`config.mk`:
```
export PLATFORM = sky130hd
export DESIGN_NAME = program_loader
export DESIGN_NICKNAME = d
export VERILOG_FILES = /design/src/rtl/program_loader.sv
export SDC_FILE = /design/constraint.sdc
export NUM_CORES = 1
export LEC_CHECK = 0
export ABC_AREA = 1
export BUFFER_PORTS_ARGS = -buffer_cell sky130_fd_sc_hd__buf_2
export CAP_MARGIN = 20
export CORE_ASPECT_RATIO = 0.7
export CORE_MARGIN = 10
export CORE_UTILIZATION = 59
export DETAILED_ROUTE_END_ITERATION = 7
export HOLD_SLACK_MARGIN = 0.15
export PLACE_DENSITY = 0.87
export SLEW_MARGIN = 30
export SYNTH_ARGS = -nofsm -noshare
export SYNTH_HDL_FRONTEND = slang
export SYNTH_SLANG_ARGS = --single-unit
```
`constraint.sdc`:
```
create_clock -name clk -period 3.2 [get_ports clk]
set_input_delay 0.64 -clock clk [delete_from_list [all_inputs] [get_ports clk]]
set_output_delay 0.64 -clock clk [all_outputs]
set_load 0.03 [all_outputs]
```
`src/rtl/program_loader.sv`:
```
// Boot-time program loader: answers the state controller's loader commands by
// sending sync/ack bytes over the UART and streaming the program into instruction memory.
module program_loader #(
    parameter int ADDR_WIDTH = 15
) (
    input  logic                  clk,
    input  logic                  reset_n,
    input  logic                  transmit_0x99,
    input  logic                  receive_program_data_size,
    input  logic                  receive_program_data,
    input  logic                  transmit_0xAA,
    output logic                  transmit_0x99_finished,
    output logic                  receive_program_data_size_finished,
    output logic                  receive_program_data_finished,
    output logic                  transmit_0xAA_finished,
    input  logic                  rx_valid,
    input  logic [7:0]            rx_data,
    input  logic                  tx_ready,
    output logic                  tx_valid,
    output logic [7:0]            tx_data,
    output logic                  imem_we,
    output logic [ADDR_WIDTH-1:0] imem_addr,
    output logic [31:0]           imem_wdata,
    output logic [31:0]           program_size
);

    typedef enum logic [2:0] {
        IDLE    = 3'd0,
        TX      = 3'd1,
        RX_SIZE = 3'd2,
        RX_DATA = 3'd3,
        FLUSH   = 3'd4,
        DONE    = 3'd5
    } state_t;

    typedef enum logic [1:0] {
        CMD_99   = 2'd0,
        CMD_SIZE = 2'd1,
        CMD_DATA = 2'd2,
        CMD_AA   = 2'd3
    } cmd_t;

    state_t                  state_r, state_s;
    cmd_t                    cmd_r, cmd_s;
    logic [31:0]             byte_cnt_r, byte_cnt_s;
    logic [31:0]             word_r, word_s;
    logic [31:0]             size_r, size_s;
    logic                    tx_valid_r, tx_valid_s;
    logic [7:0]              tx_data_r, tx_data_s;
    logic                    imem_we_r, imem_we_s;
    logic [ADDR_WIDTH-1:0]   imem_addr_r, imem_addr_s;
    logic [31:0]             imem_wdata_r, imem_wdata_s;
    logic [3:0]              fin_r, fin_s;

    logic [3:0]              cmd_vec_s;
    logic [1:0]              lane_s;
    logic [31:0]             cnt_inc_s;
    logic [31:0]             word_ins_s;
    logic                    in_range_s;

    // Places a byte into the selected little-endian lane of a word.
    function automatic logic [31:0] insert_byte(input logic [31:0] word,
                                                input logic [1:0]  lane,
                                                input logic [7:0]  b);
        logic [31:0] r;
        r = word;
        case (lane)
            2'd0:    r[7:0]   = b;
            2'd1:    r[15:8]  = b;
            2'd2:    r[23:16] = b;
            2'd3:    r[31:24] = b;
            default: r        = word;
        endcase
        return r;
    endfunction

    assign cmd_vec_s  = {transmit_0xAA, receive_program_data, receive_program_data_size, transmit_0x99};
    assign lane_s     = byte_cnt_r[1:0];
    assign cnt_inc_s  = byte_cnt_r + 32'd1;
    // A new word starts from zero so a trailing partial word has its upper bytes cleared.
    assign word_ins_s = insert_byte((lane_s == 2'd0) ? 32'h0000_0000 : word_r, lane_s, rx_data);
    assign in_range_s = (byte_cnt_r[31:ADDR_WIDTH+2] == '0);

    // Next-state and next-output logic.
    always_comb begin
        state_s      = state_r;
        cmd_s        = cmd_r;
        byte_cnt_s   = byte_cnt_r;
        word_s       = word_r;
        size_s       = size_r;
        tx_valid_s   = tx_valid_r;
        tx_data_s    = tx_data_r;
        imem_we_s    = 1'b0;
        imem_addr_s  = imem_addr_r;
        imem_wdata_s = imem_wdata_r;
        fin_s        = 4'b0000;
        case (state_r)
            IDLE: begin
                byte_cnt_s = 32'd0;
                word_s     = 32'h0000_0000;
                if (transmit_0x99) begin
                    state_s    = TX;
                    cmd_s      = CMD_99;
                    tx_valid_s = 1'b1;
                    tx_data_s  = 8'h99;
                end else if (receive_program_data_size) begin
                    state_s = RX_SIZE;
                    cmd_s   = CMD_SIZE;
                end else if (receive_program_data) begin
                    state_s = RX_DATA;
                    cmd_s   = CMD_DATA;
                end else if (transmit_0xAA) begin
                    state_s    = TX;
                    cmd_s      = CMD_AA;
                    tx_valid_s = 1'b1;
                    tx_data_s  = 8'hAA;
                end else begin
                    state_s = IDLE;
                end
            end
            TX: begin
                if (tx_ready) begin
                    tx_valid_s    = 1'b0;
                    tx_data_s     = 8'h00;
                    fin_s[cmd_r]  = 1'b1;
                    state_s       = DONE;
                end else begin
                    state_s = TX;
                end
            end
            RX_SIZE: begin
                if (rx_valid) begin
                    word_s     = word_ins_s;
                    byte_cnt_s = cnt_inc_s;
                    if (lane_s == 2'd3) begin
                        size_s          = word_ins_s;
                        fin_s[CMD_SIZE] = 1'b1;
                        state_s         = DONE;
                    end else begin
                        state_s = RX_SIZE;
                    end
                end else begin
                    state_s = RX_SIZE;
                end
            end
            RX_DATA: begin
                if (byte_cnt_r == size_r) begin
                    fin_s[CMD_DATA] = 1'b1;
                    state_s         = DONE;
                end else if (rx_valid) begin
                    word_s     = word_ins_s;
                    byte_cnt_s = cnt_inc_s;
                    // Last byte of a word, or last byte of the program: commit the word.
                    if ((lane_s == 2'd3) || (cnt_inc_s == size_r)) begin
                        imem_we_s    = in_range_s;
                        imem_addr_s  = byte_cnt_r[ADDR_WIDTH+1:2];
                        imem_wdata_s = word_ins_s;
                    end else begin
                        imem_we_s = 1'b0;
                    end
                    if (cnt_inc_s == size_r) begin
                        state_s = FLUSH;
                    end else begin
                        state_s = RX_DATA;
                    end
                end else begin
                    state_s = RX_DATA;
                end
            end
            FLUSH: begin
                fin_s[CMD_DATA] = 1'b1;
                state_s         = DONE;
            end
            DONE: begin
                if (!cmd_vec_s[cmd_r]) begin
                    state_s = IDLE;
                end else begin
                    state_s = DONE;
                end
            end
            default: begin
                state_s = IDLE;
            end
        endcase
    end

    // State and output registers with synchronous active-low reset.
    always_ff @(posedge clk) begin
        if (!reset_n) begin
            state_r      <= IDLE;
            cmd_r        <= CMD_99;
            byte_cnt_r   <= 32'd0;
            word_r       <= 32'h0000_0000;
            size_r       <= 32'd0;
            tx_valid_r   <= 1'b0;
            tx_data_r    <= 8'h00;
            imem_we_r    <= 1'b0;
            imem_addr_r  <= '0;
            imem_wdata_r <= 32'h0000_0000;
            fin_r        <= 4'b0000;
        end else begin
            state_r      <= state_s;
            cmd_r        <= cmd_s;
            byte_cnt_r   <= byte_cnt_s;
            word_r       <= word_s;
            size_r       <= size_s;
            tx_valid_r   <= tx_valid_s;
            tx_data_r    <= tx_data_s;
            imem_we_r    <= imem_we_s;
            imem_addr_r  <= imem_addr_s;
            imem_wdata_r <= imem_wdata_s;
            fin_r        <= fin_s;
        end
    end

    assign transmit_0x99_finished             = fin_r[0];
    assign receive_program_data_size_finished = fin_r[1];
    assign receive_program_data_finished      = fin_r[2];
    assign transmit_0xAA_finished             = fin_r[3];
    assign tx_valid                           = tx_valid_r;
    assign tx_data                            = tx_data_r;
    assign imem_we                            = imem_we_r;
    assign imem_addr                          = imem_addr_r;
    assign imem_wdata                         = imem_wdata_r;
    assign program_size                       = size_r;

endmodule

```
==> flow_summary.yaml <==
floorplanning:
  core.rowCount: 37
  start_util: 0.598
  die_width_um: 166
  boundaryPins: 109
  die_area_um2: 20200
  die_h_um: 122
  fp.coreArea_um2: 14600
power:
  powerDensity_nw_per_um2: 622
  ir_worst_vdd_mv: 0.746
  p_leak_nw: 4.40
  power_mw: 6.19
worst_setup_path:
  cpPeakStageDelay_ns: 0.45
  path_max_fanout: 45
  reg2reg_to: "imem_wdata[31]"
  r2r_setup_slack_ns: 0.26
  crit_chain: "ha_2 > inv_2 > nor2_8 > nand2_4 > nand2_1 > nand2_1 > inv_1 > nand2_1 > nor2_1 > nand2_1 > nor2_1 > nand2_1 > nor2_2 > nand3_1 > nand2_4 > buf_16 > nand3_1 > nand2_1 > nor2_1"
  ff2ff_path_depth: 19
  worstPathRequired_ns: 3.52
  cp_data_arrival_time_ns: 3.26
  crit_path_end_kind: "flop"
  r2r_start: "byte_cnt_r[0]"
  cp-start-kind: "flop"
  path_class: "flop to flop"
  cp_slowest_cell: "dfxtp_1"
  crit_top_cell: "nand2_1"
routing:
  dr_total_vias: 9098
  wire_per_inst_um: 18.2
  drt_wl_total_mm: 28.8
  ant_nets: 0
  drcViolationCount: 0
  viasPerCell: 5.75
  first_iter_violations: 1085
  drtPass1Iterations: 5
layout:
  multi_input_area_um2: 4750
  final_util: 0.679
  fin_nets: 1395
  synthToLayoutAreaGrowth_pct: 13.5
  seq_area_um2: 3120
  layout_common_cells: "nand2_1 (271), nor2_1 (188), dfxtp_1 (155), nand3_1 (137), inv_1 (112)"
  insertedDiodeCount: 0
  drive_gt1_frac: 0.171
  final_common_cell: "nand2_1"
  fillCellCount: 1303
  stdcell_area_um2: 9940
sta:
  finalSetupTns_ns: 0
  fin_crit_sh: 0.918
  drv_slew: 0
  maxSlewHeadroom: 0.290
  worst_pin_slew_ns: 1.05
  max_freq_mhz: 340
  setup_violations: 0
  grt_setup_unrepaired: "no"
  finClkSkew_ns: 0.0122
  min_period_ns: 2.94
  finalHoldViolations: 0
synth:
  synth_cells: 1307
  ys_seq_area_frac: 0.357
  syn_area_um2: 8750
  ys_types: 40
  yosys_warnings: 0
  ys_ff_latch: 156
  syn_area_per_cell_um2: 6.70
place:
  dp_hpwl_mm: 20.9
  port_buffers: 106
  gp_congestion: 0.997
  dpl_cell_area_um2: 9350
worst_hold_path:
  hold_depth: 2
  min_path_type: "flop to flop"
  min_to: "word_r[5]"
  min_from: "word_r[5]"
clocking:
  ctsHtreeMaxLevel: 4
  ctsResizeCount: 0
  cts_tree: "yes"
  clock_latency_ns: 0.43
  cts.sinks: 156
  cts-root-buf: "clkbuf_16"
  hold_buffers: 0
  clk_pin_slew_ns: 0.07
  cts_setup_buffers: 0
  cts_buffer_depth: 2
  cts_buffers: 17
global_route:
  grt_pass1_vias: 8236
  busiest_layer: "met1"
  overflow: 0
  grt.met3_usage: 0.105
  grt_max_degree: 85
  grt_first_pass_wirelength_mm: 44.6
  grt.met1_usage: 0.396
  use_met2: 0.387
  antenna_found_initial: 0
  grt_usage: 0.279
job:
  maxCapViolCount: 0
outcome:
  status: "finished clean"
synthesized netlist by cell type (all sizes together):
| master | n | area share |
|---|---|---|
| a211oi | 19 | 0.016 |
| a21o | 1 | 0.00086 |
| a21oi | 116 | 0.083 |
| a31oi | 2 | 0.0014 |
| and2 | 1 | 0.00072 |
| and3 | 1 | 0.00072 |
| buf | 37 | 0.032 |
| clkbuf | 46 | 0.020 |
| clkinv | 2 | 0.00086 |
| conb | 1 | 0.00043 |
| dfxtp | 156 | 0.36 |
| ha | 4 | 0.0057 |
| inv | 119 | 0.051 |
| nand2 | 281 | 0.12 |
| nand3 | 137 | 0.078 |
| nand3b | 6 | 0.0051 |
| nand4 | 13 | 0.0093 |
| nor2 | 204 | 0.10 |
| nor3 | 13 | 0.0074 |
| nor4 | 8 | 0.0057 |
| o21ai | 92 | 0.053 |
| o21bai | 1 | 0.00086 |
| o311ai | 1 | 0.0010 |
| o41ai | 1 | 0.0010 |
| or2 | 1 | 0.00072 |
| xnor2 | 10 | 0.010 |
| xor2 | 34 | 0.034 |
critical path: cells and delay by family, from the launching register on:
| family | cells | cell delay (ns) |
|---|---|---|
| buffers and inverters | 3 | 0.40 |
| DFF | 1 | 0.45 |
| adders and majority gates | 1 | 0.30 |
| and+or+nand+nor | 15 | 1.68 |
stage by stage:
step / instances / hold WS (ns) / setup WS [ns]
floorplan: 1308 / 0.442 / 0.747
global placement: 1551 / 0.449 / 0.261
detailed placement: 1551 / 0.455 / 0.170
CTS: 1583 / 0.465 / 0.165
global route: 1583 / 0.478 / 0.00453
finish: 1583 / 0.465 / 0.261
cell type report:
cell class / instances / share of cell area
Tap cell: 195 / 0.0245
Multi-Input combinational cell: 948 / 0.478
Timing Repair Buffer: 131 / 0.0793
Clock buffer: 17 / 0.0428
Sequential cell: 156 / 0.314
Inverter: 121 / 0.0459
Clock inverter: 15 / 0.0149
power breakdown:
group | internal, mW | switching, mW | total (mW)
Sequential | 2.09 | 0.152 | 2.24
Clock | 1.10 | 0.916 | 2.01
Combinational | 0.500 | 1.43 | 1.93
flip-flops by register name, indices dropped and copies added, names as in the netlist:
name and count:
state_r 3, imem_addr 15, cmd_r 2, imem_we 1, imem_wdata 32, tx_data 3
fin_r 4, word_r 32, byte_cnt_r 32, program_size 32
metal layers:
layer	vias to the layer above	wire length [um]
met4	0	538
met5	-	0
li1	4357	-
met3	37	4200
met2	559	11500
met1	4145	12500
worst max path at each step:
stage,from,end,slack (ns),cells after the start
2_1_floorplan,byte_cnt_r[1],imem_addr[10],0.75,20
3_3_place_gp,byte_cnt_r[1],imem_wdata[31],0.26,19
3_5_place_dp,byte_cnt_r[1],imem_wdata[31],0.17,19
4_1_cts,byte_cnt_r[1],imem_wdata[31],0.16,19
5_1_grt,byte_cnt_r[0],imem_addr[4],0.005,19
6_report,byte_cnt_r[0],imem_wdata[31],0.26,19
cells by family after synthesis:
family	synth area share
other	0.000428
adder cells (fa/ha/maj)	0.00572
AO/OA/AOI/OAI	0.157
buffers and inverters	0.104
XOR/XNOR	0.0440
flip-flops	0.357
AND/OR/NAND/NOR	0.332
Note: power is estimated with default switching activity, not from simulation.
